## src/rtl/approx_err_pkg.sv

```systemverilog
// approx_err_pkg: shared FSM state type, drain depth and width helpers for the error monitor
package approx_err_pkg;
  typedef enum logic [1:0] {IDLE, RUN, DRAIN, DONE} fsm_state_t;
  localparam int DRAIN_CYC = 2;
  function automatic int ed_w(input int w);
    return w + 1;
  endfunction
  function automatic int cnt_w(input int w);
    return 2 * w + 1;
  endfunction
  function automatic int acc_w(input int w, input int p);
    return 2 * w + p + 2;
  endfunction
endpackage

```

## src/rtl/approx_lower_or_add.sv

```systemverilog
// approx_lower_or_add: lower-part-OR approximate adder, combinational
// Ports: a_i, b_i (W bits) operands; y_o (W+1 bits) approximate sum.
// The P low bits are a plain OR; the upper part is an exact adder whose
// carry-in is the AND of the top approximated bit pair (0 when P=0).
module approx_lower_or_add #(
  parameter int W = 6,
  parameter int P = 3
) (
  input  logic [W-1:0] a_i,
  input  logic [W-1:0] b_i,
  output logic [W:0]   y_o
);
  logic [W:0] cy;
  assign cy[0] = 1'b0;
  for (genvar i = 0; i < W; i++) begin : g_bit
    if (i < P) begin : g_or
      assign y_o[i]  = a_i[i] | b_i[i];
      assign cy[i+1] = (i == P - 1) ? (a_i[i] & b_i[i]) : 1'b0;
    end else begin : g_add
      assign y_o[i]  = a_i[i] ^ b_i[i] ^ cy[i];
      assign cy[i+1] = (a_i[i] & b_i[i]) | ((a_i[i] ^ b_i[i]) & cy[i]);
    end
  end
  assign y_o[W] = cy[W];
endmodule

```

## src/rtl/approx_add_err_monitor.sv

```systemverilog
// approx_add_err_monitor: exhaustive sweep of an approximate adder, accumulating error metrics
// Ports: clk, rst (sync, active-high); start, abort control; busy, done status;
// err_count, sum_abs_err, max_abs_err results (held until the next accepted start).
// Optional: define APPROX_ERR_BIAS_EN to add sum_signed_err, the signed sum of errors.
module approx_add_err_monitor
  import approx_err_pkg::*;
#(
  parameter int W     = 6,
  parameter int P     = 3,
  parameter int ACC_W = acc_w(W, P)
) (
  input  logic                  clk,
  input  logic                  rst,
  input  logic                  start,
  input  logic                  abort,
  output logic                  busy,
  output logic                  done,
  output logic [cnt_w(W)-1:0]   err_count,
  output logic [ACC_W-1:0]      sum_abs_err,
  output logic [ed_w(W)-1:0]    max_abs_err
`ifdef APPROX_ERR_BIAS_EN
  ,output logic signed [ACC_W:0] sum_signed_err
`endif
);
  localparam int CW = 2 * W;
  localparam int NW = cnt_w(W);
  localparam int EW = ed_w(W);
  localparam logic [1:0] DLAST = 2'(DRAIN_CYC - 1);
  fsm_state_t     state_q;
  logic [CW-1:0]  cnt_q;
  logic [1:0]     dcnt_q;
  logic           busy_q, done_q;
  logic [W:0]     y_app, y_ex, ya_q, ye_q;
  logic           v1_q, v2_q, nz_q;
  logic [W+1:0]   e_d, e_q;
  logic [EW-1:0]  ae, max_q;
  logic [NW-1:0]  err_q;
  logic [NW:0]    err_n;
  logic [ACC_W-1:0] sabs_q;
  logic [ACC_W:0]   sabs_n;
  logic           clr, kill, run_ok;
  // Control: sweep counter {A,B}, drain countdown and registered status
  always_ff @(posedge clk) begin
    if (rst) begin
      state_q <= IDLE;
      cnt_q   <= '0;
      dcnt_q  <= '0;
      busy_q  <= 1'b0;
      done_q  <= 1'b0;
    end else begin
      done_q <= 1'b0;
      case (state_q)
        IDLE: if (start) begin
          state_q <= RUN;
          cnt_q   <= '0;
          busy_q  <= 1'b1;
        end
        RUN: if (abort) begin
          state_q <= IDLE;
          busy_q  <= 1'b0;
        end else begin
          cnt_q <= (&cnt_q) ? cnt_q : cnt_q + CW'(1);
          if (&cnt_q) begin
            state_q <= DRAIN;
            dcnt_q  <= '0;
          end
        end
        DRAIN: if (abort) begin
          state_q <= IDLE;
          busy_q  <= 1'b0;
        end else if (dcnt_q == DLAST) begin
          state_q <= DONE;
          busy_q  <= 1'b0;
          done_q  <= 1'b1;
        end else begin
          dcnt_q <= dcnt_q + 2'd1;
        end
        default: state_q <= IDLE;
      endcase
    end
  end
  approx_lower_or_add #(.W(W), .P(P)) u_app (
    .a_i(cnt_q[CW-1:W]),
    .b_i(cnt_q[W-1:0]),
    .y_o(y_app)
  );
  assign y_ex   = {1'b0, cnt_q[CW-1:W]} + {1'b0, cnt_q[W-1:0]};
  assign clr    = (state_q == IDLE) && start;
  assign kill   = abort && ((state_q == RUN) || (state_q == DRAIN));
  assign run_ok = (state_q == RUN) && !abort;
  assign e_d    = {1'b0, ya_q} - {1'b0, ye_q};
  assign ae     = e_q[W+1] ? (~e_q[W:0] + EW'(1)) : e_q[W:0];
  assign err_n  = {1'b0, err_q} + (NW+1)'(nz_q);
  assign sabs_n = {1'b0, sabs_q} + (ACC_W+1)'(ae);
`ifdef APPROX_ERR_BIAS_EN
  logic signed [ACC_W:0]   ssum_q;
  logic signed [ACC_W+1:0] ssum_n;
  assign ssum_n = {ssum_q[ACC_W], ssum_q} + {{(ACC_W-W){e_q[W+1]}}, e_q};
  // Signed saturation: clamp to the extreme matching the true sign on overflow
  always_ff @(posedge clk) begin
    if (rst || clr) ssum_q <= '0;
    else if (v2_q)
      ssum_q <= (ssum_n[ACC_W+1] != ssum_n[ACC_W])
        ? (ssum_n[ACC_W+1] ? {1'b1, {ACC_W{1'b0}}} : {1'b0, {ACC_W{1'b1}}})
        : ssum_n[ACC_W:0];
  end
  assign sum_signed_err = ssum_q;
`endif
  // Datapath: stage 1 sums, stage 2 error, then accumulate with saturation
  always_ff @(posedge clk) begin
    if (rst) begin
      v1_q   <= 1'b0;
      v2_q   <= 1'b0;
      ya_q   <= '0;
      ye_q   <= '0;
      e_q    <= '0;
      nz_q   <= 1'b0;
      err_q  <= '0;
      sabs_q <= '0;
      max_q  <= '0;
    end else begin
      v1_q <= run_ok;
      ya_q <= y_app;
      ye_q <= y_ex;
      v2_q <= v1_q && !kill;
      e_q  <= e_d;
      nz_q <= |e_d;
      if (clr) begin
        err_q  <= '0;
        sabs_q <= '0;
        max_q  <= '0;
      end else if (v2_q) begin
        err_q  <= err_n[NW] ? '1 : err_n[NW-1:0];
        sabs_q <= sabs_n[ACC_W] ? '1 : sabs_n[ACC_W-1:0];
        max_q  <= (ae > max_q) ? ae : max_q;
      end
    end
  end
  assign busy        = busy_q;
  assign done        = done_q;
  assign err_count   = err_q;
  assign sum_abs_err = sabs_q;
  assign max_abs_err = max_q;
endmodule
```

## config.mk

```make
export PLATFORM = sky130hd
export DESIGN_NAME = approx_add_err_monitor
export DESIGN_NICKNAME = d
export VERILOG_FILES = /design/src/rtl/approx_err_pkg.sv /design/src/rtl/approx_lower_or_add.sv /design/src/rtl/approx_add_err_monitor.sv
export SDC_FILE = /design/constraint.sdc
export NUM_CORES = 1
export LEC_CHECK = 0
export CAP_MARGIN = 5
export CORE_MARGIN = 5
export CORE_UTILIZATION = 45
export CTS_BUF_LIST = sky130_fd_sc_hd__clkbuf_16
export DETAILED_ROUTE_END_ITERATION = 16
export PLACE_DENSITY = 0.75
export SYNTH_ARGS = -nofsm -noshare
export SYNTH_HDL_FRONTEND = slang
export SYNTH_SLANG_ARGS = --single-unit
```

## constraint.sdc

```tcl
create_clock -name clk -period 4.15 [get_ports clk]
set_input_delay 1.0375 -clock clk [delete_from_list [all_inputs] [get_ports clk]]
set_output_delay 1.0375 -clock clk [all_outputs]
set_load 0.02 [all_outputs]
```

# [Word level (Yosys, flattened, before mapping)]
# Index checks and enable logic that the tools add are counted.
[word_totals] regBits=80 input_bits=4 wordCells=99
[classes] n_addsub=7 n_lt_le_gt_ge=1 n_eq_ne=12 mux=24 bitwise=21 n_reduce_logical=20
[ops] op="12-bit two-way mux" n=3
[ops] op="12-bit case mux with 2 select lines" n=1
[ops] op="17-bit by 7-bit adder with 18-bit output" n=1
[ops] op="2-bit two-way mux" n=9
[ops] op="17-bit two-way mux" n=1
[ops] op="13-bit by 1-bit adder with 14-bit output" n=1
[ops] op="2-bit != test, second input constant" n=7
[ops] op="13-bit two-way mux" n=1
[ops] op="12-bit by 1-bit adder with 12-bit output, second input constant" n=1
[ops] op="12-bit AND reduction" n=1
[ops] op="4-bit AND reduction" n=2
[ops] op="8-bit OR reduction" n=1
[ops] op="7-bit by 7-bit subtractor with 8-bit output" n=1
[ops] op="6-bit by 6-bit adder with 7-bit output" n=1
[ops] op="7-bit by 1-bit adder with 7-bit output, second input constant" n=1
[ops] op="1-bit AND" n=7
[ops] op="7-bit greater-than comparator" n=1
[ops] op="7-bit two-way mux" n=1
[ops] op="7-bit inverter" n=1
[ops] op="3-bit != test, second input constant" n=2
[ops] op="1-bit OR" n=6
[ops] op="2-bit case mux with 3 select lines" n=1
[ops] op="1-bit bitwise XOR" n=6
[ops] op="1-bit two-way mux" n=5
[ops] op="17 further kinds" n=23

# [Longest topological paths before layout]
# Gate-level depths: netlist (run 1).
[logic_depth] word_depth=7 mapped_depth=11

# [Cells and area by module]
# Synthesis (run 1) repeated with hierarchy kept, for this count alone.
[hier_totals] cells_unflattened=534 hier_area_um2=4578.1
[by_module_without_submodules] module="approx_add_err_monitor" instances=1 cells_per_inst=522 area_each_um2=4473.0
[by_module_without_submodules] module="approx_lower_or_add" instances=1 cells_per_inst=12 area_each_um2=105.1

# [Worst setup path before layout (run 1)]
# No wires, ideal clock.
[synth_path] kind="flip-flop to flip-flop" startpoint="register e_q[0]" endpoint="register sabs_q[15], in the netlist sum_abs_err[15]" setup_time_ns=0.132 t_arrival_ns=2.564 setup_slack_ns=1.455 path_stages_with_launch=12 n_path_buf=0 period_less_slack_ns=2.695 path_cell_list="dfxtp_1 > inv_1 > ha_1 > or3b_2 > o31ai_1 > xnor2_1 > ha_1 > a21oi_1 > a21bo_2 > a211oi_2 > and4_1 > nor3_1"
[synth_between] elab_chain_len=5
[synth_lines] element="start: declaration" line="approx_add_err_monitor.sv:35" rtl="logic [W+1:0] e_d, e_q;"
[synth_lines] element="start signal: assignment" line="approx_add_err_monitor.sv:116" rtl="e_q <= '0;"
[synth_lines] element="start signal: assignment" line="approx_add_err_monitor.sv:126" rtl="e_q <= e_d;"
[synth_lines] element="7-bit inverter" line="approx_add_err_monitor.sv:92" rtl="assign ae = e_q[W+1] ? (~e_q[W:0] + EW'(1)) : e_q[W:0];"
[synth_lines] element="7-bit by 1-bit adder with 7-bit output" line="approx_add_err_monitor.sv:92"
[synth_lines] element="7-bit two-way mux" line="approx_add_err_monitor.sv:92"
[synth_lines] element="via ae[6]" line="approx_add_err_monitor.sv:36" rtl="logic [EW-1:0] ae, max_q;"
[synth_lines] element="17-bit by 7-bit adder with 18-bit output" line="approx_add_err_monitor.sv:94" rtl="assign sabs_n = {1'b0, sabs_q} + (ACC_W+1)'(ae);"
[synth_lines] element="17-bit two-way mux" line="approx_add_err_monitor.sv:134" rtl="sabs_q <= sabs_n[ACC_W] ? '1 : sabs_n[ACC_W-1:0];"
[synth_lines] element="end signal: assignment" line="approx_add_err_monitor.sv:134"
[synth_lines] element="end: declaration" line="approx_add_err_monitor.sv:39" rtl="logic [ACC_W-1:0] sabs_q;"
# The timed path passes the listed nets, and every way through them passes these cells.
# A chain may end at the register's enable or synchronous reset.

# [Worst setup path after layout (run 1)]
[layout_path] startpoint="register e_q[0]" endpoint="register sabs_q[13], in the netlist sum_abs_err[13]"
# The elaborated chain is that of the path after synthesis.

==> results of run 1 <==
power by group through the flow:
| stage | Combinational, mW | Clock [mW] | Sequential [mW] |
|---|---|---|---|
| after floorplan | 0.156 | 0 | 0.824 |
| after global placement | 0.203 | 0 | 0.824 |
| after detailed placement | 0.208 | 0 | 0.824 |
| after CTS | 0.209 | 0.690 | 0.808 |
| after global routing | 0.235 | 0.718 | 0.811 |
| final | 0.208 | 0.668 | 0.808 |
routing by layer:
layer	up-vias	GRT usage	wire length (um)
met5	-	0	0
met4	0	0.0632	178
li1	1899	-	-
met3	17	0.0370	361
met1	1715	0.180	3950
met2	63	0.279	4450
registers in the layout, summed over array words and instances, names as in the netlist:
register / cells
e_q: 8
err_count: 13
nz_q: 1
v1_q: 1
ya_q: 7
busy: 1
ye_q: 7
sum_abs_err: 17
dcnt_q: 2
state_q: 2
max_abs_err: 7
cnt_q: 12
v2_q: 1
done: 1
how the worst min path moves through the flow:
stage / from / end / slack [ns] / cells after the start
detailed placement: v1_q / v2_q / 0.42 / 2
global placement: v1_q / v2_q / 0.41 / 2
global route: v1_q / v2_q / 0.45 / 2
CTS: v1_q / v2_q / 0.44 / 2
floorplan: v1_q / v2_q / 0.39 / 2
finish: v1_q / v2_q / 0.43 / 2
placed cells by master, fill, tap and decap left out, types with 2 or more instances in the layout:
master,netlist,layout
xor2_1,12,12
a21o_1,7,7
o211ai_1,3,3
and4b_1,2,2
nor3_1,15,15
o31ai_1,6,6
or2_2,2,2
ha_1,41,41
clkinv_1,1,3
buf_4,0,3
a31oi_1,13,13
clkbuf_16,0,9
clkinv_2,0,4
or4_1,4,4
nor2_1,41,41
and3_1,7,7
and2b_1,2,2
or3_1,3,3
o21bai_1,3,3
nand2b_1,7,7
nor3b_1,3,3
o21ba_2,2,2
mux2i_1,12,12
xnor2_1,19,19
nand3_1,14,14
fa_1,6,6
nand2_1,42,42
a21oi_1,41,41
inv_1,43,43
and4_1,5,5
clkdlybuf4s50_1,0,42
nor4_1,6,6
nand4_1,7,7
nor2b_1,8,8
a211oi_1,7,7
dfxtp_1,80,80
o21ai_0,19,19
critical path: stages, from the launching register on:
cell	delay, ns
dfxtp_1	0.33
inv_1	0.09
ha_1	0.15
or3b_2	0.45
o31ai_1	0.25
xnor2_1	0.26
ha_1	0.30
a21oi_1	0.11
a21bo_2	0.23
a211oi_2	0.40
and4b_1	0.26
nor3_1	0.05
through the flow:
stage	cell area, um^2	std cells	power (mW)	utilization
finish	5290	696	1.68	0.541
CTS	5290	696	1.71	0.541
global placement	5030	681	1.03	0.515
detailed placement	5030	681	1.03	0.515
global route	5290	696	1.76	0.541
floorplan	4490	519	0.980	-
layout make-up:
type,count,share of cell area
clock buffer,9,0.0426
inverter,44,0.0312
clock inverter,6,0.00521
multi-input combinational,379,0.503
tap,133,0.0315
timing repair buffer,45,0.0838
sequential,80,0.303
cells by family after synthesis:
family                   share of synthesized area
XOR/XNOR                                    0.0605
buffers and inverters                       0.0516
adder cells (fa/ha/maj)                      0.141
multiplexers                                0.0268
flip-flops                                   0.357
AO/OA/AOI/OAI                                0.158
AND/OR/NAND/NOR                              0.205
==> qor.yml, run 1 <==
cts_made_buffers: 9
avgSynthCellArea_um2: 8.65
endpoint: "sum_abs_err[13]"
critPathCaptureType: "flop"
seqCellArea_um2: 1600
startpoint_type: "flop"
routed_via_density: 5.31
root_buffer: "clkbuf_16"
layout.nets: 610
async_flop_share: 0
drv_cap: 0
worst_slack_ns: 1.13
finalSetupViolCount: 0
r2r_start: "e_q[0]"
reg2regPathDepth: 11
track_usage: 0.157
post_cts_resized: 0
grt_pass1_wl_um: 15400
rr_endpoint: "sum_abs_err[13]"
synth_common_cells: "dfxtp_1 (80), inv_1 (43), nand2_1 (42)"
synth_ff_type: "dfxtp_1"
hold-worst-slack_ns: 0.431
n_fill_cell: 870
die_h_um: 110
drt-pass1-iter-count: 4
status: "finished clean"
start_util: 0.459
n_antenna_cell: 0
dp_slack_ns: 1.17
clk_pin_slew_ns: 0.06
gp_congestion: 0.895
power.switching_uw: 420
route.detailed.drc: 0
antenna_found_initial: 0
syn_area_um2: 4490
synth_nets: 570
cts_tree: "done"
p_int_mw: 1.26
drv_slew: 0
combPwrFrac: 0.124
synth-edff-count: 0
fmax_ghz: 0.332
num_rows: 36
io_pins: 43
finalHoldViolations: 0
grt_max_degree: 26
rsz0062_at_grt: "false"
synth_area_leaders: "dfxtp_1 (36%), ha_1 (11%), a21oi_1 (4.6%), xnor2_1 (3.7%), inv_1 (3.6%)"
power_frac_seq: 0.480
fin_skew_ns: 0.00688
ys_ff_latch: 80
io_buffers: 42
fp.coreArea_um2: 9770
leakagePower_nw: 1.96
holdBufCountCts: 0
synth_top_area_cell: "dfxtp_1"
cp_max_fo: 7
required_ns: 4.33
relSlewSlack: 0.512
clockBufferDepth: 2
via_count: 3694
power_density_nw_per_um2: 319
clkSinkCount: 80
clock_latency_ns: 0.33
yosysWarnings: 0
tns_ns: 0
crit_path_start: "e_q[0]"
overflow: 0
final_layout_size_suffix_gt1_frac: 0.0533
dp_hpwl_um: 6790
syn_inst: 519
die_w_um: 110
htree_levels: 3
yosysSeqAreaShare: 0.357
areaGrowthSynthToFinish_pct: 17.7
wirelength_um: 8930
switching_share: 0.249
arrival_ns: 3.20
drt_iter0_drc: 128
hold_path_class: "flop to flop"
peakVddDrop_mv: 0.205
cts_setup_buffers: 0
clockPowerShare: 0.397
die_area_um2: 12100
path_class: "flop to flop"
fin_crit_sh: 0.727
wire_per_inst_um: 12.8
rrSetupSlack_ns: 1.13
period_needed_ns: 3.02
synth_cell_types: 56
synth.top_cell.area_share: 0.357
ant_nets: 0
multi_input_area_um2: 2660
worstMarginPinSlew_ns: 0.732
synth_most_common_cell: "dfxtp_1"
grt_pass1_vias: 3527
Note: power is estimated with default switching activity, not from simulation.
==> run 2: changes to the inputs <==
clock period = 2.9 ns   (was 4.15 ns; I/O delays follow)
==> run 2 against run 1 <==
Via count rose by 0.43%. Clock-buffer cell count did not move. Wire length rose by 5.5%. Critical path depth did not move. Sequential power rose by 44%. Combinational power rose by 50%. First-iteration DRC count rose by 23%. Clock skew rose by 0.0078 ns. Total power rose by 53%. Non-clock buffer count rose by 5. Global-route usage barely moved. Worst hold slack got worse by 0.0015 ns. Largest cell class unchanged.
==> qor.yml, run 2 (synthesized netlist as in run 1, its figures left out) <==
fin_skew_ns: 0.0146  # +0.00777 ns
path_class: "flop to flop"
clockPowerShare: 0.430  # +0.033
gp_congestion: 0.882  # -1.5%
clkSinkCount: 80  # unchanged
root_buffer: "clkbuf_16"
start_util: 0.459  # unchanged
cp_max_fo: 7  # unchanged
n_antenna_cell: 0  # unchanged
drt-pass1-iter-count: 4  # unchanged
finalSetupViolCount: 0  # unchanged
n_fill_cell: 888  # +2.1%
htree_levels: 3  # unchanged
final_cell_mix: "dfxtp_1 (80), inv_1 (43), nand2_1 (42), clkdlybuf4s50_1 (42)"
combPwrFrac: 0.121  # -0.003
leakagePower_nw: 1.99  # +1.7%
io_pins: 43  # unchanged
fmax_ghz: 0.359  # +8.2%
drv_slew: 0  # unchanged
p_int_mw: 1.92  # +52%
cts_tree: "done"
drv_cap: 0  # unchanged
grt_max_degree: 29  # +12%
wire_per_inst_um: 13.4  # +4.6%
fin_crit_sh: 0.961  # +0.235
cts_made_buffers: 9  # unchanged
power_frac_seq: 0.449  # -0.031
ant_nets: 0  # unchanged
drt_iter0_drc: 158  # +23%
fp.coreArea_um2: 9770  # unchanged
grt_pass1_vias: 3460  # -1.9%
met3_usage: 0.0440  # +0.00705
track_usage: 0.157  # -0.000259
startpoint_type: "flop"
power.switching_uw: 660  # +57%
route.detailed.drc: 0  # unchanged
die_h_um: 110  # unchanged
die_w_um: 110  # unchanged
layout.nets: 615  # +0.82%
period_needed_ns: 2.79  # -0.228 ns
grt_pass1_wl_um: 15200  # -1.3%
wirelength_um: 9420  # +5.5%
worstMarginPinSlew_ns: 0.654  # -0.0777 ns
via_count: 3710  # +0.43%
finalHoldViolations: 0  # unchanged
grt_use_met2: 0.287  # +0.00737
arrival_ns: 2.98  # -0.22 ns
clk_pin_slew_ns: 0.06  # about the same
die_area_um2: 12100  # unchanged
status: "finished clean"
power_density_nw_per_um2: 476  # +49%
hold-worst-slack_ns: 0.430  # -0.00146 ns
overflow: 0  # unchanged
fin_util: 0.554  # +0.0136
final_common_cell: "dfxtp_1"
seqCellArea_um2: 1600  # unchanged
routed_via_density: 5.28  # -0.43%
met1_usage: 0.179  # -0.00155
busiest_layer: "met2"
final_layout_size_suffix_gt1_frac: 0.0721  # +0.0188
clock_latency_ns: 0.34  # about the same
io_buffers: 42  # unchanged
multi_input_area_um2: 2710  # +1.9%
switching_share: 0.256  # +0.00687
required_ns: 3.09  # -1.24 ns
relSlewSlack: 0.564  # +0.0525
clockBufferDepth: 2  # unchanged
areaGrowthSynthToFinish_pct: 20.7
critPathCaptureType: "flop"
largest_reg_flops: 17  # unchanged
antenna_found_initial: 0  # unchanged
num_rows: 36  # unchanged
peakVddDrop_mv: 0.294  # +43%
dp_hpwl_um: 7070  # +4.1%
hold_path_class: "flop to flop"
==> run 2: changes by cell type in the layout (fill, tap and decap cells not counted), sizes merged <==
cell | before | now
buf | 3 | 8
clkinv | 7 | 3
clkinvlp | 0 | 4
bufinv | 0 | 1
==> run 2: final cells by class <==
cell class                      instances  share of cell area
Clock buffer                            9              0.0416
Inverter                               44              0.0305
Clock inverter                          7              0.0134
Multi-Input combinational cell        379               0.500
Sequential cell                        80               0.296
Tap cell                              133              0.0307
Timing Repair Buffer                   50              0.0887
==> run 2: repair_timing <==
| item | CTS | global route |
|---|---|---|
| endpoints found under the setup margin | 5 | 21 |
| gates resized for setup | 2 | 7 |
| hold buffers | 0 | 0 |
| cloned | 0 | 0 |
| buffers inserted | 1 | 1 |
| pin swaps | 2 | 3 |
==> run 2: metrics by stage <==
step                      total power [mW]  worst slack, ns  cells  TNS [ns]  area (um^2)
after global placement                1.47           0.0354    684         0         5050
after floorplan                       1.40            0.205    519         0         4490
after global routing                  2.69          -0.0182    702   -0.0408         5420
after detailed placement              1.48           -0.125    684    -0.422         5050
final                                 2.58            0.112    702         0         5420
after CTS                             2.59           0.0503    701         0         5370
==> run 2: final timing paths <==
path | slack (ns) | end | start | cells after the start
setup / recovery | 0.11 | sum_abs_err[15] | e_q[0] | 11
hold / removal | 0.43 | v2_q | v1_q | 2
setup reg to reg | 0.11 | sum_abs_err[15] | e_q[0] | 11
hold reg to reg | 0.43 | v2_q | v1_q | 2
==> run 2: power by group through the flow <==
| stage | clock, mW | combinational [mW] | sequential (mW) |
|---|---|---|---|
| detailed placement | 0 | 0.302 | 1.18 |
| finish | 1.11 | 0.313 | 1.16 |
| floorplan | 0 | 0.223 | 1.18 |
| CTS | 1.13 | 0.306 | 1.16 |
| global placement | 0 | 0.296 | 1.18 |
| global route | 1.18 | 0.352 | 1.16 |
==> run 2: worst max-delay path, cell delays in order (launching register included) <==
cell and delay [ns]:
dfxtp_1 0.33, inv_1 0.08, ha_1 0.17, or3b_4 0.41
nand2_1 0.13, xnor2_2 0.11, ha_1 0.37, o211ai_1 0.12
o21a_1 0.26, a211oi_4 0.38, and4_1 0.24, nor3_1 0.05
==> run 2: metal layers <==
metal | vias up | part of all wire
li1 | 1906 | -
met1 | 1732 | 0.43
met2 | 64 | 0.52
met3 | 8 | 0.039
met4 | 0 | 0.0076
met5 | - | 0
==> run 3: changes to the inputs <==
DONT_BUFFER_PORTS = 1   (was default)
PLACE_DENSITY = 0.7   (was 0.75)
==> run 3 against run 2 <==
Setup slack improved by 0.080 ns. Sequential power barely moved. Sequential share of layout area rose by 2.7 points. Clock skew fell by 0.0072 ns. Wire length fell by 6.8%. Register-to-register slack improved by 0.08 ns. Clock-buffer cell count did not move. Maximum frequency rose by 3.0%. Worst hold slack got worse by 0.0066 ns. Combinational power fell by 13%. Critical endpoint is now sum_abs_err[14].
==> qor.yml, run 3 (synthesized netlist as in run 1, its figures left out) <==
peakVddDrop_mv: 0.372  # +27%
final_cells: 655  # -6.7%
ant_nets: 0  # unchanged
worst_slack_ns: 0.192  # +0.0800 ns
grt_pass1_vias: 3256  # -5.9%
crit_path_start: "e_q[0]"
antenna_found_initial: 0  # unchanged
n_fill_cell: 924  # +4.1%
wirelength_um: 8780  # -6.8%
switching_share: 0.235  # -0.0206
fin_skew_ns: 0.00748  # -0.00717 ns
hold_path_class: "flop to flop"
fmax_ghz: 0.369  # +3.0%
seqCellArea_um2: 1600  # unchanged
holdBufCountCts: 0  # unchanged
die_area_um2: 12100  # unchanged
power.switching_uw: 608  # -7.9%
p_int_mw: 1.97  # +2.9%
via_count: 3568  # -3.8%
drt-pass1-iter-count: 4  # unchanged
combPwrFrac: 0.106  # -0.015
leakagePower_nw: 1.85  # -7.3%
reg2regPathDepth: 9  # -2
overflow: 0  # unchanged
worstMarginPinSlew_ns: 0.684  # +0.0303 ns
dp_hpwl_um: 6540  # -7.5%
grt_max_degree: 40  # +38%
largest_reg_flops: 17  # unchanged
finalHoldViolations: 0  # unchanged
dpl.cell_count: 641  # -6.3%
final_cell_mix: "dfxtp_1 (80), inv_1 (43), nand2_1 (42)"
path_cells: "or3_1, o31ai_1, xnor2_1, ha_1, o211ai_1, o21ai_2, a32oi_4, or4_1, a31oi_1"
num_rows: 36  # unchanged
fin_crit_sh: 0.934  # -0.0276
arrival_ns: 2.96  # -0.02 ns
htree_levels: 3  # unchanged
clockBufferDepth: 2  # unchanged
io_pins: 43  # unchanged
grt_pass1_wl_um: 14600  # -4.3%
clk_pin_slew_ns: 0.06  # about the same
drv_slew: 0  # unchanged
tns_ns: 0  # unchanged
fin_util: 0.507  # -0.0470
cts_tree: "done"
final_layout_size_suffix_gt1_frac: 0.0670  # -0.00501
route.detailed.drc: 0  # unchanged
fp.coreArea_um2: 9770  # unchanged
io_buffers: 0  # -100%
routed_via_density: 5.45  # +3.1%
rsz0062_at_grt: "false"
cp_max_fo: 9  # +2
drv_cap: 0  # unchanged
critPathCaptureType: "flop"
crit_slowest_cell: "or4_1"
start_util: 0.459  # unchanged
critical_path.max_stage_delay_ns: 0.43  # +0.02 ns
multi_input_area_um2: 2690  # -0.65%
gp_congestion: 0.912  # +3.4%
status: "finished clean"
clkSinkCount: 80  # unchanged
n_antenna_cell: 0  # unchanged
period_needed_ns: 2.71  # -0.0800 ns
finalSetupViolCount: 0  # unchanged
clockPowerShare: 0.443  # +0.013
die_h_um: 110  # unchanged
dp_slack_ns: -0.0628  # +0.0619 ns
final_common_cell: "dfxtp_1"
hp-start: "v1_q"
relSlewSlack: 0.544  # -0.0202
wire_per_inst_um: 13.4  # -0.16%
root_buffer: "clkbuf_16"
hold_depth: 2  # unchanged
die_w_um: 110  # unchanged
startpoint_type: "flop"
clock_latency_ns: 0.33  # about the same
path_class: "flop to flop"
cts_made_buffers: 9  # unchanged
track_usage: 0.149  # -0.00759
power_density_nw_per_um2: 521  # +9.4%
totalPowerFinal_mw: 2.58  # +0.13%
r2r_start: "e_q[0]"
layout.nets: 570  # -7.3%
required_ns: 3.16  # +0.07 ns
drt_iter0_drc: 173  # +9.5%
areaGrowthSynthToFinish_pct: 10.5
power_frac_seq: 0.451  # +0.002
[run 3: critical path: cells and delay by family, from the launching register on]
family	cells	cell delay, ns
AOI/OAI and AO/OA	5	0.91
DFF	1	0.33
adders and majority gates	1	0.38
xor gates and xnor gates	1	0.19
and+or+nand+nor	2	0.82
[run 3: area by class of cell]
| class | count | area share |
|---|---|---|
| multi-input cells | 379 | 0.542 |
| flip-flops and latches | 80 | 0.323 |
| clock buffers | 9 | 0.0454 |
| well taps | 133 | 0.0336 |
| inverters | 44 | 0.0333 |
| clock inverters | 5 | 0.0149 |
| repair buffers | 5 | 0.00757 |
[run 3: metal layers]
layer / wire length, um / part of all wire / global-route usage / vias up
met2: 4200 / 0.48 / 0.249 / 63
met4: 129 / 0.015 / 0.0579 / 0
met1: 3960 / 0.45 / 0.182 / 1654
li1: - / - / - / 1834
met3: 482 / 0.055 / 0.0417 / 17
met5: 0 / 0 / 0 / -
[run 3: per-stage QoR]
step | cell area (um^2) | hold slack, ns
after global placement | 4630 | 0.409
after floorplan | 4490 | 0.395
after detailed placement | 4630 | 0.408
after CTS | 4950 | 0.420
after global routing | 4960 | 0.448
final | 4960 | 0.423
[run 3: path summary, 6_finish.rpt]
| path | to | slack (ns) |
|---|---|---|
| min reg2reg | v2_q | 0.42 |
| max reg2reg | sum_abs_err[14] | 0.19 |
| max | sum_abs_err[14] | 0.19 |
| min | v2_q | 0.42 |
[run 3: what timing repair did]
action                     4_1_cts  5_1_grt
pin swaps                        0        6
setup endpoints to repair        4       13
resized for setup                3        3
setup buffers                    0        0
[run 3: power groups by stage]
stage | Combinational [mW] | Clock, mW | Sequential [mW]
2_1_floorplan | 0.223 | 0 | 1.18
3_3_place_gp | 0.260 | 0 | 1.19
3_5_place_dp | 0.267 | 0 | 1.19
4_1_cts | 0.271 | 1.18 | 1.16
5_1_grt | 0.309 | 1.23 | 1.17
6_report | 0.273 | 1.14 | 1.16
==> variant 1, RTL diff (settings of run 3) <==
`W` is set to 6 in 2 places; all go to 3.
--- a/src/rtl/approx_lower_or_add.sv
+++ b/src/rtl/approx_lower_or_add.sv
@@ -3,7 +3,7 @@
 // The P low bits are a plain OR; the upper part is an exact adder whose
 // carry-in is the AND of the top approximated bit pair (0 when P=0).
 module approx_lower_or_add #(
-  parameter int W = 6,
+  parameter int W = 3,
   parameter int P = 3
 ) (
   input  logic [W-1:0] a_i,
--- a/src/rtl/approx_add_err_monitor.sv
+++ b/src/rtl/approx_add_err_monitor.sv
@@ -5,7 +5,7 @@
 module approx_add_err_monitor
   import approx_err_pkg::*;
 #(
-  parameter int W     = 6,
+  parameter int W     = 3,
   parameter int P     = 3,
   parameter int ACC_W = acc_w(W, P)
 ) (
Interface: changed (resized err_count, max_abs_err and sum_abs_err); port bits go from 43 to 28. The function was not compared with the original's and may differ.
==> variant 1 against run 3 <==
Wire length decreased by 42%. Via count decreased by 39%. Cell area down 40%. Sequential cell count decreased by 30. Power shrank 34%. Setup slack improved by 240 ps. Non-clock buffer count decreased by 4. Die area decreased by 36%. Fmax grew 9.8%. Sequential power is 34% lower. Area after synthesis decreased by 39%.
==> variant 1: results (changes against run 3) <==
setup_path:
  crit_end: "sum_abs_err[9]"  # was sum_abs_err[14]
  crit_family: "compound AO/OA/AOI/OAI gates"  # unchanged
  arrival_ps: 2610  # was 2960 ps
  slowest_delay_ps: 370  # was 430 ps
final_layout:
  regArea_um2: 1000  # was 1600 µm²
  final_nets: 343  # was 570
  fillers: 552  # was 924
  largest_reg_flops: 11  # was 17
pwr:
  sw_frac_of_total_pct: 26.7  # was 23.5%
  comb_power_share_pct: 17.4  # was 10.6%
  seqPwrFrac_pct: 44.6  # was 45.1%
  power.leakage_nw: 1.07  # was 1.85 nW
  peakVddDrop_mv: 0.301  # was 0.372 mV
worst_hold_path:
  hold_depth: 2  # unchanged
yosys:
  postSynthAreaPerCell_um2: 8.91  # was 8.65 µm²
  synth_area_leaders: "dfxtp_1, ha_1, a21oi_1"  # unchanged
  netlist_top_cells_count: "dfxtp_1, a21oi_1, ha_1, inv_1, nor2_1"  # was dfxtp_1, inv_1, nand2_1
  synth_cell_types: 50  # was 56
timing:
  layout_min_cycle_time_ps: 2470  # was 2710 ps
  skew_ps: 4.74  # was 7.48 ps
  tightest_slew_ps: 684  # about the same
  hold_ws_ps: 435  # was 423 ps
placed_design:
  pre_cts_ws_ps: 420  # was -62.8 ps
  place_inst: 375  # was 641
  gp_congestion: 0.819  # was 0.912
  dp_hpwl_um: 3810  # was 6540 µm
  port_buffers: 0  # unchanged
cts:
  post_cts_resize_count: 0  # was 3
  numCtsBuffers: 5  # was 9
  clock_latency_ps: 290  # was 330 ps
route:
  vias_per_cell: 5.67  # was 5.45
  drt_iter0_drc: 71  # was 173
  num_vias: 2170  # was 3568
  wire_per_inst_um: 13.3  # was 13.4 µm
global_routing:
  grt_pass1_vias: 1964  # was 3256
  grt_max_degree: 28  # was 40
  grtUsageTotal_pct: 14.2  # was 14.9%
  grt_pass1_wl_um: 8800  # was 14600 µm
outcome:
  status: "finished clean"  # unchanged
## variant 1: cell types whose count changed in the layout (fill, tap and decap cells not counted), moves of 12 or more
cell	change
xnor2_1	-13
inv_1	-18
nand2_1	-24
dfxtp_1	-30
nor2_1	-21
ha_1	-12
## variant 1: cells by family after synthesis
family,Yosys count,share of synthesized area (%)
flip-flops,50,36.7
multiplexers,9,3.31
adder cells (fa/ha/maj),32,15.5
AND/OR/NAND/NOR,89,17.4
buffers and inverters,32,4.50
XOR/XNOR,9,2.89
AO/OA/AOI/OAI,85,19.6
## variant 1: final cells by class
type                            instances  share of cell area [%]
Sequential cell                        50                    33.8
Clock buffer                            5                    4.22
Clock inverter                          3                    1.35
Timing Repair Buffer                    1                   0.253
Multi-Input combinational cell        224                    54.1
Inverter                               25                    3.17
Tap cell                               75                    3.17
## variant 1: metal layers
layer	track usage [%]	part of all wire (%)
met2	23.5	48
met1	17.6	46
met3	4.33	5.2
met4	4.88	1.2
met5	0	0
==> variant 2, RTL diff (settings of run 3) <==
Without the edit above. Take the reset off `ya_q` and load it in a clocked block of its own.
--- a/src/rtl/approx_add_err_monitor.sv
+++ b/src/rtl/approx_add_err_monitor.sv
@@ -111,7 +111,6 @@
     if (rst) begin
       v1_q   <= 1'b0;
       v2_q   <= 1'b0;
-      ya_q   <= '0;
       ye_q   <= '0;
       e_q    <= '0;
       nz_q   <= 1'b0;
@@ -120,7 +119,6 @@
       max_q  <= '0;
     end else begin
       v1_q <= run_ok;
-      ya_q <= y_app;
       ye_q <= y_ex;
       v2_q <= v1_q && !kill;
       e_q  <= e_d;
@@ -136,6 +134,10 @@
       end
     end
   end
+
+  always_ff @(posedge clk) begin
+    ya_q <= y_app;
+  end
   assign busy        = busy_q;
   assign done        = done_q;
   assign err_count   = err_q;
Function: same outputs for any inputs over 10 cycles, from zero or initial values and one cycle with rst high; that may be too few to reach the edited logic, so the function may still have changed.
==> variant 2 against run 3 <==
Area after synthesis fell by 3.0%. Setup slack gained 6.6 ps. Critical path depth is the same. Cell area decreased by 2.0%. Power decreased by 1.0%. Sequential cell count is the same. Wire length shrank 1.1%. First-iteration DRC count up 3.5%. Critical endpoint is now max_abs_err[4]. Highest routed layer unchanged.
==> variant 2: results (changes against run 3) <==
route:
  wl_met3_um: 504  # was 482 µm
  top_layer: "met4"  # unchanged
  met2WireLength_um: 4300  # was 4200 µm
  vias_per_cell: 5.35  # was 5.45
  dr.pass1.iters: 4  # unchanged
  wl_met1_um: 3740  # was 3960 µm
  wl_um: 8680  # was 8780 µm
  drt_iter0_drc: 179  # was 173
yosys:
  syn-num-nets: 547  # was 570
  ys_seq_area_share_pct: 36.8  # was 35.7%
  async_flop_share_pct: 0  # unchanged
  synth_ff_type: "dfxtp_1"  # unchanged
  synth_xor_area_share_pct: 7.44  # was 6.05%
  synth_adder_area_share_pct: 14.5  # was 14.1%
  yosys_warnings: 0  # unchanged
  netlist_top_cells_count: "dfxtp_1, inv_1, nor2_1, ha_1"  # was dfxtp_1, inv_1, nand2_1
  synthMuxAreaShare_pct: 1.15  # was 2.68%
  synth_area_leaders: "dfxtp_1, ha_1, xnor2_1"  # was dfxtp_1, ha_1, a21oi_1
  synth-compound-area-share_pct: 16.4  # was 15.8%
final_layout:
  final_core_util_pct: 50.7  # about the same
  drive_above_1_share_pct: 8.50  # was 6.70%
  largest_reg_flops: 17  # unchanged
  fillers: 881  # was 924
worst_hold_path:
  hold_depth: 1  # was 2
  worstHoldPathType: "in2reg"  # was reg2reg
pwr:
  internal_power_mw: 1.91  # was 1.97 mW
  comb_power_share_pct: 12.7  # was 10.6%
  peakVddDrop_mv: 0.403  # was 0.372 mV
  p_sw_mw: 0.646  # was 0.608 mW
  power.leakage_nw: 1.92  # was 1.85 nW
placed_design:
  gp_congestion: 0.841  # was 0.912
  dp_hpwl_um: 6400  # was 6540 µm
  port_buffers: 0  # unchanged
  dpl-instance-area_um2: 4510  # was 4630 µm²
setup_path:
  crit_fanout: 7  # was 9
  ff2ff_path_depth: 9  # unchanged
  arrival_ps: 2930  # was 2960 ps
cts:
  clockBufferDepth: 2  # unchanged
  cts_root_buf: "clkbuf_16"  # unchanged
  clock_latency_ps: 320
  clk_pin_slew_ps: 60  # about the same
  cts_max_level: 3  # unchanged
  numCtsBuffers: 9  # unchanged
  hold_buffers: 0  # unchanged
global_routing:
  grt_util_met1_pct: 16.4  # was 18.2%
  grt_pass1_wl_um: 14200  # was 14600 µm
  grtUsageMet2_pct: 27.0  # was 24.9%
  grt_pass1_vias: 3228  # was 3256
  grt_util_met3_pct: 4.42  # was 4.17%
  grtUsageTotal_pct: 14.9  # about the same
  grt_max_degree: 29  # was 40
  antenna_found_initial: 0  # unchanged
outcome:
  status: "finished clean"  # unchanged
timing:
  skew_ps: 7.29  # was 7.48 ps
  tightest_slew_ps: 610  # was 684 ps
## variant 2: cell count changes after synthesis, sizes merged, moves of 6 or more
| cell | delta |
|---|---|
| nand2 | -10 |
| mux2i | -7 |
| nand3 | +7 |
| a211oi | -6 |
| inv | +6 |
| xnor2 | +6 |
## variant 2: cell families (layout without fill, tap and decap cells)
family / after synthesis / in the layout
compound gates: 107 / 108
xor+xnor: 37 / 37
fa+ha+maj: 47 / 47
buf+inv: 62 / 71
mux: 5 / 5
simple gates: 158 / 158
flops: 80 / 80
## variant 2: final cells by class
| class | instances | share of cell area, % |
|---|---|---|
| multi-input combinational | 355 | 53.0 |
| sequential | 80 | 33.0 |
| clock buffer | 9 | 4.63 |
| inverter | 49 | 3.78 |
| tap | 133 | 3.42 |
| clock inverter | 6 | 1.11 |
| timing repair buffer | 7 | 1.08 |
## variant 2: final timing paths
check / startpoint / endpoint / slack (ps)
setup / recovery: e_q[0] / max_abs_err[4] / 200
hold / removal: rst / ye_q[1] / 460
setup reg to reg: e_q[0] / max_abs_err[4] / 200
hold reg to reg: v1_q / v2_q / 470
## variant 2: per-stage QoR
step / worst slack [ps] / std cells
after floorplan: 327 / 496
after global placement: 111 / 622
after detailed placement: -16.3 / 622
after CTS: 104 / 637
after global routing: -11.6 / 639
final: 198 / 639
## variant 2: worst max-delay path, stage by stage, from the launching register on
cell and delay (ps):
dfxtp_1 330, or3_1 400, o31ai_1 270, xnor2_1 210, ha_1 300, a21o_1 170, a21oi_2 290, nor2b_4 270
a221oi_4 130, o31ai_1 240
## variant 2: timing repair
action,in CTS,in global routing
endpoints found under the setup margin,3,15
gates resized for setup,1,10
buffers inserted,0,1
pin swaps,0,2
cloned,0,1
